[config.mk]
export PLATFORM = sky130hd
export DESIGN_NAME = write_buffer
export DESIGN_NICKNAME = d
export VERILOG_FILES = /design/src/rtl/write_buffer.sv
export SDC_FILE = /design/constraint.sdc
export NUM_CORES = 1
export LEC_CHECK = 0
export BUFFER_PORTS_ARGS = -buffer_cell sky130_fd_sc_hd__clkbuf_2
export CORE_MARGIN = 5
export CORE_UTILIZATION = 50
export DETAILED_ROUTE_END_ITERATION = 10
export GPL_ROUTABILITY_DRIVEN = 0
export PLACE_DENSITY = 0.7
export SETUP_SLACK_MARGIN = 0.15
export SYNTH_ARGS = -nofsm -noshare
export SYNTH_HDL_FRONTEND = slang
export SYNTH_SLANG_ARGS = --single-unit
export TNS_END_PERCENT = 30
[constraint.sdc]
create_clock -name clk -period 5.1 [get_ports clk]
set_clock_uncertainty 0.15 [all_clocks]
set_input_delay 1.275 -clock clk [delete_from_list [all_inputs] [get_ports clk]]
set_output_delay 1.275 -clock clk [all_outputs]
set_load 0.02 [all_outputs]
[src/rtl/write_buffer.sv]
// Posted-write buffer between cache and RAM: queues writes, drains them in the
// background, lets read misses bypass the queue and forwards reads that hit it.
module write_buffer #(
    parameter int unsigned DEPTH  = 4,
    parameter int unsigned ADDR_W = 32,
    parameter int unsigned DATA_W = 64
) (
    input  logic              clk,
    input  logic              rst,
    input  logic              rd_req,
    input  logic [ADDR_W-1:0] rd_address,
    output logic [DATA_W-1:0] rd_data,
    output logic              rd_ready,
    input  logic              wr_req,
    input  logic [ADDR_W-1:0] wr_address,
    input  logic [DATA_W-1:0] wr_data,
    output logic              wr_full,
    output logic              wr_empty,
    output logic              mem_req,
    output logic              mem_we,
    output logic [ADDR_W-1:0] mem_address,
    output logic [DATA_W-1:0] mem_wdata,
    input  logic [DATA_W-1:0] mem_rdata,
    input  logic              mem_ready
);

    localparam int unsigned PtrW = $clog2(DEPTH);
    localparam int unsigned CntW = PtrW + 1;
    localparam logic [CntW-1:0] FullCnt = CntW'(DEPTH);

    typedef enum logic [1:0] {StIdle, StRdMem, StWrMem, StResp} state_e;

    state_e            state_q;
    logic [ADDR_W-1:0] addr_mem [DEPTH];
    logic [DATA_W-1:0] data_mem [DEPTH];
    logic [PtrW-1:0]   head_q, tail_q;
    logic [CntW-1:0]   count_q, count_d;
    logic              wr_full_q, wr_empty_q;
    logic              mem_req_q, mem_we_q, rd_ready_q;
    logic [ADDR_W-1:0] mem_address_q;
    logic [DATA_W-1:0] mem_wdata_q, rd_data_q;

    logic              push, pop, drain_go;
    logic              fwd_hit;
    logic [DATA_W-1:0] fwd_data;

    assign push     = wr_req & ~wr_full_q;
    assign pop      = (state_q == StWrMem) & mem_ready;
    assign count_d  = count_q + CntW'(push) - CntW'(pop);
    // A full buffer must drain before anything else; otherwise reads go first.
    assign drain_go = wr_full_q | (~rd_req & (count_q != '0));

    // Walk from head to tail so the newest matching entry wins; the incoming
    // write overrides everything stored.
    always_comb begin
        fwd_hit  = 1'b0;
        fwd_data = '0;
        for (int unsigned k = 0; k < DEPTH; k++) begin
            if ((CntW'(k) < count_q) && (addr_mem[head_q + PtrW'(k)] == rd_address)) begin
                fwd_hit  = 1'b1;
                fwd_data = data_mem[head_q + PtrW'(k)];
            end
        end
        if (push && (wr_address == rd_address)) begin
            fwd_hit  = 1'b1;
            fwd_data = wr_data;
        end
    end

    always_ff @(posedge clk) begin
        if (push) begin
            addr_mem[tail_q] <= wr_address;
            data_mem[tail_q] <= wr_data;
        end
    end

    always_ff @(posedge clk or negedge rst) begin
        if (!rst) begin
            state_q       <= StIdle;
            head_q        <= '0;
            tail_q        <= '0;
            count_q       <= '0;
            wr_full_q     <= 1'b0;
            wr_empty_q    <= 1'b1;
            mem_req_q     <= 1'b0;
            mem_we_q      <= 1'b0;
            mem_address_q <= '0;
            mem_wdata_q   <= '0;
            rd_ready_q    <= 1'b0;
            rd_data_q     <= '0;
        end else begin
            count_q    <= count_d;
            wr_full_q  <= (count_d == FullCnt);
            wr_empty_q <= (count_d == '0);
            if (push) tail_q <= tail_q + PtrW'(1);
            if (pop)  head_q <= head_q + PtrW'(1);

            case (state_q)
                StIdle: begin
                    if (drain_go) begin
                        state_q       <= StWrMem;
                        mem_req_q     <= 1'b1;
                        mem_we_q      <= 1'b1;
                        mem_address_q <= addr_mem[head_q];
                        mem_wdata_q   <= data_mem[head_q];
                    end else if (rd_req && fwd_hit) begin
                        state_q    <= StResp;
                        rd_data_q  <= fwd_data;
                        rd_ready_q <= 1'b1;
                    end else if (rd_req) begin
                        state_q       <= StRdMem;
                        mem_req_q     <= 1'b1;
                        mem_we_q      <= 1'b0;
                        mem_address_q <= rd_address;
                    end
                end
                StRdMem: begin
                    if (mem_ready) begin
                        state_q    <= StResp;
                        mem_req_q  <= 1'b0;
                        rd_data_q  <= mem_rdata;
                        rd_ready_q <= 1'b1;
                    end
                end
                StWrMem: begin
                    if (mem_ready) begin
                        state_q   <= StIdle;
                        mem_req_q <= 1'b0;
                        mem_we_q  <= 1'b0;
                    end
                end
                StResp: begin
                    state_q    <= StIdle;
                    rd_ready_q <= 1'b0;
                end
                default: state_q <= StIdle;
            endcase
        end
    end

    assign wr_full     = wr_full_q;
    assign wr_empty    = wr_empty_q;
    assign mem_req     = mem_req_q;
    assign mem_we      = mem_we_q;
    assign mem_address = mem_address_q;
    assign mem_wdata   = mem_wdata_q;
    assign rd_ready    = rd_ready_q;
    assign rd_data     = rd_data_q;

endmodule

Yosys cells after proc, flatten, opt, wreduce, memory -nomap -nowiden
Memory sizes are Yosys's and may differ from the RTL's. Cells that the tools add are included.

Mux-type cells: 38. Equality and inequality tests: 18. Bitwise operators: 6. Shifts and indexed selects: 0. $lt $le $gt $ge: 4. Multipliers: 0. Div/mod/pow operators: 0. Add/subtract/negate cells: 6. Reductions and logical operators: 22.

Operators with widths (count): 64-bit 2-to-1 mux (8); 32-bit equality test (5); 64-bit case mux with 2 select lines (1); 32-bit 2-to-1 mux (3); 1-bit 2-to-1 mux (17); 4-bit AND reduction (4); 2-bit 2-to-1 mux (5); 2-bit != test (second input constant) (5); 2-bit case mux with 4 select lines (1); 2-bit nonzero test (4); 1-bit logical AND (6); 1-bit by 3-bit less-than comparator with 1-bit output (first input constant) (2); 2-bit by 3-bit less-than comparator with 1-bit output (first input constant) (2); 3-bit != test (second input constant) (2); 3-bit AND reduction (2); 3-bit nonzero test (2); 2-bit by 1-bit adder with 2-bit output (second input constant) (2); 2-bit adder (second input constant) (2); 2-bit equality test (second input constant) (2); 4-bit != test (second input constant) (1); 1-bit case mux with 2 select lines (2); 3-bit by 1-bit adder with 3-bit output (1); 1-bit bitwise AND (3); 3-bit equality test (second input constant) (1); 10 further kinds (11).

Memory bits (read-only): 0. Output and inout bits: 165. Bits in writable memories: 384. Latch bits: 0. Register bits after elaboration: 174. Memories kept: 2. Logic and storage cells: 108. Bits of input ports: 197.

Memories: data_mem (depth 4, width 64, read ports 4, clocked after Yosys merged registers in 0, wr ports 1, RTL line 35) `logic [DATA_W-1:0] data_mem [DEPTH];`; addr_mem (depth 4, width 32, read ports 4, clocked after Yosys merged registers in 0, wr ports 1, RTL line 34) `logic [ADDR_W-1:0] addr_mem [DEPTH];`.

Logic depth before layout (Yosys ltp)
An unclocked memory read counts as a cell.

Depth in word-level cells: 12. Mapped depth: 18.

Least setup slack after synthesis
OpenSTA, ideal clock, no wires.

Kind: input to register. Start point: input port wr_req. End point: memory addr_mem[0][0], enable pin. Setup time: 466 ps. Data required time: 4484 ps. Data arrival time: 3895 ps. Setup slack: 589 ps. Stages on the path: 3. Buffers on the path: 1. Cells stage by stage: nor2b_1 clkbuf_1 and2_1.

Cells in the longest elaborated chain, start to end: 3.

Ends and longest elaborated chain: start, declared (RTL line 14) `input logic wr_req,`; 1-bit bitwise AND (RTL line 47) `assign push = wr_req & ~wr_full_q;`; 1-bit 2-to-1 mux (RTL line 71) `if (push) begin`; 1-bit 2-to-1 mux (implied by the code) (RTL line 72) `addr_mem[tail_q] <= wr_address;`; end, declared (RTL line 34).

Every way passes these cells.

Worst setup path after layout
Start point: register head_q[1]. End point: register rd_data_q[40] (netlist: rd_data[40]).

Cells in the longest elaborated chain, start to end: 11. Elaborated cells on any way between the ends: 29. Those cells by class: add/sub: 3; eq/ne: 5; mux: 13; reduce/logical: 6; memory: 2.

Ends and longest elaborated chain: start, declared (RTL line 36) `logic [PtrW-1:0] head_q, tail_q;`; start signal, assigned (RTL line 96) `if (pop) head_q <= head_q + PtrW'(1);`; 2-bit by 1-bit adder with 2-bit output / memory 4 x 32 bit (equally long branches); memory 4 x 32 bit / 32-bit equality test (equally long branches); 32-bit equality test / 1-bit logical AND (equally long branches) (RTL line 59) `if ((CntW'(k) < count_q) && (addr_mem[head_q + PtrW'(k)] == rd_address)) begin`; 1-bit logical AND (tied with other cells) (RTL line 59); 64-bit 2-to-1 mux / 1-bit 2-to-1 mux (equally long branches) (3 in a row) (RTL line 59); 64-bit 2-to-1 mux / 1-bit 2-to-1 mux (equally long branches) (RTL line 64) `if (push && (wr_address == rd_address)) begin`; 64-bit 2-to-1 mux / 1-bit logical AND (equally long branches) (RTL line 106) `end else if (rd_req && fwd_hit) begin`; 64-bit 2-to-1 mux / 2-bit != test (equally long branches); 64-bit case mux with 2 select lines / 4-bit AND reduction (equally long branches); end signal, assigned (RTL line 108) `rd_data_q <= fwd_data;`; end signal, assigned (RTL line 121) `rd_data_q <= mem_rdata;`; end, declared (RTL line 41) `logic [DATA_W-1:0] mem_wdata_q, rd_data_q;`.

Several ways; a longest one is shown, not always the timed one. The select of a mux whose other input is x is not followed. A chain may end at the register's enable or synchronous reset.

==> run_results.csv <==
group,metric,value,unit
run_status,status,"finished, final reports clean",
placement,hpwlAfterDp,67.4,mm
route,wl,103,mm
critical_path,reg2reg_slack,280,ps
finish,post-route-util,0.576,
timing,setup_tns,0,ps
global_route,grt_pass1_wl,155,mm
timing,hold_violations,0,
critical_path,endpoint_kind,"register",
logic_synthesis,synth_edf_count,384,
route,wl_per_cell,23.7,um
clock_tree,clk_pin_slew_worst_paths,60,ps
finish,layout-drive-gt1-share,0.222,
finish,finalNetCount,3642,
timing,drv_slew,0,
logic_synthesis,yosys-top-cells-area,"edfxtp_1 35%, dfrtp_1 13%, mux2i_1 9.7%",
timing,tightestPinTransition,1110,ps
route,vias_per_cell,6.30,
timing,max_freq,0.208,GHz
finish,multi_input_area,15800,um2
die,die_area,71900,um2
logic_synthesis,ys_seq_area_frac,0.476,
logic_synthesis,synthFlopType,"edfxtp_1",
critical_path,crit_start,"head_q[1]",
die,rows,94,
logic_synthesis,syn-num-nets,3408,
timing,whs,326,ps
finish,final-seq-area,15900,um2
timing,fin_crit_sh,0.944,
finish,layout.cells.non_filler,4361,
critical_path,required,5470,ps
route,dr.pass1.iters,10,
power_and_ir_drop,p_leak,14.7,nW
critical_path,r2r-end,"rd_data[40]",
die,die_h,268,um
power_and_ir_drop,vdd_ir_drop_max,0.365,mV
critical_path,r2r-start,"head_q[1]",
clock_tree,clkSinkCount,558,
global_route,grt_max_degree,232,
logic_synthesis,synth_area,33300,um2
clock_tree,cts_max_level,3,
finish,syn_to_final_growth,14.1,%
die,core,66000,um2
route,vias,27500,
global_route,grt_usage,0.278,
critical_path,crit_path_frequent_cell,"buf_12",
timing,fin_crit,4820,ps
global_route,grt_pass1_vias,26000,
logic_synthesis,yosys_warnings,0,
global_route,antenna_found_initial,21,
logic_synthesis,syn_avg_cell_area,10.4,um2
route,ant_nets,0,
critical_path,crit_fanout,38,
route,drtIter0Drc,3186,
die,ios,362,
die,start_util,0.505,
clock_tree,ctsHoldBuffers,0,
logic_synthesis,synth_area_leader_cell,"edfxtp_1",
min_path,hp-start,"mem_wdata[11]",
clock_tree,cts_tree,"yes",
power_and_ir_drop,power_density,596,nW/um2
logic_synthesis,ys_async_sr_fraction,0.312,
logic_synthesis,yosysTopAreaCellShare,0.346,
global_route,gr-total-overflow,0,
placement,dp_cells,4227,
critical_path,cp_slowest_cell,"nor4_1",
timing,relSlewSlack,0.262,
timing,rsz0062_at_grt,"no",
flow_run,drv_cap,0,
critical_path,cp-start-kind,"register",
timing,final.setup.worst_slack,283,ps
finish,final_cell_area,38000,um2
clock_tree,clk_latency,610,ps
timing,finalSetupViolCount,0,
logic_synthesis,synth_most_common_cell,"nand2_1",
logic_synthesis,synth-seq-cells,558,
die,fp.dieW,268,um
critical_path,critPathArrivalTime,5180,ps
clock_tree,cts_made_buffers,66,
critical_path,ff2ff_path_depth,13,
clock_tree,cts_max_path_buffers,3,
logic_synthesis,synthCells,3198,
min_path,min_path_type,"register to register",
clock_tree,clockRootBuffer,"clkbuf_16",
placement,pre_cts_slack,312,ps
critical_path,critical_path_class,"register to register",
critical_path,critPathMaxStageDelay,660,ps
placement,placedInstanceArea,35900,um2
logic_synthesis,synthTopCellsByCount,"411 x nand2_1, 384 x edfxtp_1, 322 x mux2i_1, 303 x o21ai_0, 184 x clkbuf_1",
logic_synthesis,synthDistinctLibCells,74,
finish,fillers,5555,
route,drc_errors,0,
critical_path,crit_path_cell_trace,"buf_12, mux4_2, xnor2_1, nand4_1, nor4_1, nand4_1, nor2_4, o41ai_2, o21ai_2, nor3b_4, buf_12, buf_12, mux2i_1",
critical_path,endpoint,"rd_data[40]",
placement,portBuffers,361,
power_and_ir_drop,p_total,22.7,mW
[per-layer routing]
layer / up-vias / track usage / routed length, um / part of all wire
li1: 12400 / - / - / -
met1: 13300 / 0.370 / 40900 / 0.40
met2: 1477 / 0.445 / 47600 / 0.46
met3: 293 / 0.0603 / 10500 / 0.10
met4: 20 / 0.118 / 4300 / 0.042
met5: - / 0 / 124 / 0.0012
[report_power, final]
part / switching (mW) / internal (mW) / leakage, nW / total (mW)
registers: 0.713 / 6.12 / 5.69 / 6.83
clock network: 1.93 / 2.69 / 1.02 / 4.62
logic: 6.92 / 4.29 / 8.00 / 11.2
[worst max-delay path: cells and delay by family, from the launching register on]
family                    cells  cell delay [ps]
DFF                           1              610
and+or+nand+nor               5             1820
muxes                         2              560
xor gates and xnor gates      1              510
AOI/OAI and AO/OA             2              290
buffers and inverters         3              750
[flip-flops by register name, summed over array words and instances, names as in the netlist, 2 cells and up]
register,flops
addr_mem,128
count_q,3
data_mem,256
head_q,2
mem_address,32
mem_wdata,64
rd_data,64
state_q,2
tail_q,2
[placed cells by master (no fill, tap or decap), types with 61 or more instances in the layout]
cell type  netlist  layout
dfrtp_1        173     171
nor2_1         161     159
o211ai_1        70      70
clkbuf_2         0     360
clkbuf_16        0      71
mux2_2         174     174
edfxtp_1       384     384
mux2i_1        322     322
inv_1           87      86
buf_4           18      61
o2111ai_1       65      65
nand3_1         78      78
o21ai_0        303     302
a21oi_1        145     145
xor2_1          76      76
a211oi_1        67      67
nand2_1        411     410
a31oi_1         68      68
o22ai_1         76      76
[cell type report]
type / instances / area share
multi-input combinational: 2272 / 0.416
sequential: 558 / 0.418
inverter: 88 / 0.00882
clock inverter: 21 / 0.00467
clock buffer: 99 / 0.0508
antenna: 13 / 0.000855
timing repair buffer: 446 / 0.0723
tap: 864 / 0.0284
[worst min-delay path by stage]
stage	end	slack (ps)	cells after the start
after floorplan	state_q[1]	350	2
after global placement	mem_wdata[54]	310	2
after detailed placement	mem_wdata[11]	320	2
after CTS	mem_wdata[0]	330	2
after global routing	mem_wdata[40]	350	2
final	mem_wdata[11]	330	2
[repair_timing]
action                                  CTS  global route
setup buffers                             0             1
endpoints found under the setup margin    0            11
resized for setup                         0             0
[logic make-up after synthesis]
family / share of synthesized area
AO/OA/AOI/OAI: 0.162
AND/OR/NAND/NOR: 0.0916
flip-flops: 0.476
multiplexers: 0.183
buffers and inverters: 0.0505
XOR/XNOR: 0.0320
adder cells (fa/ha/maj): 0.00510
Power figures use the tool's default switching activity.
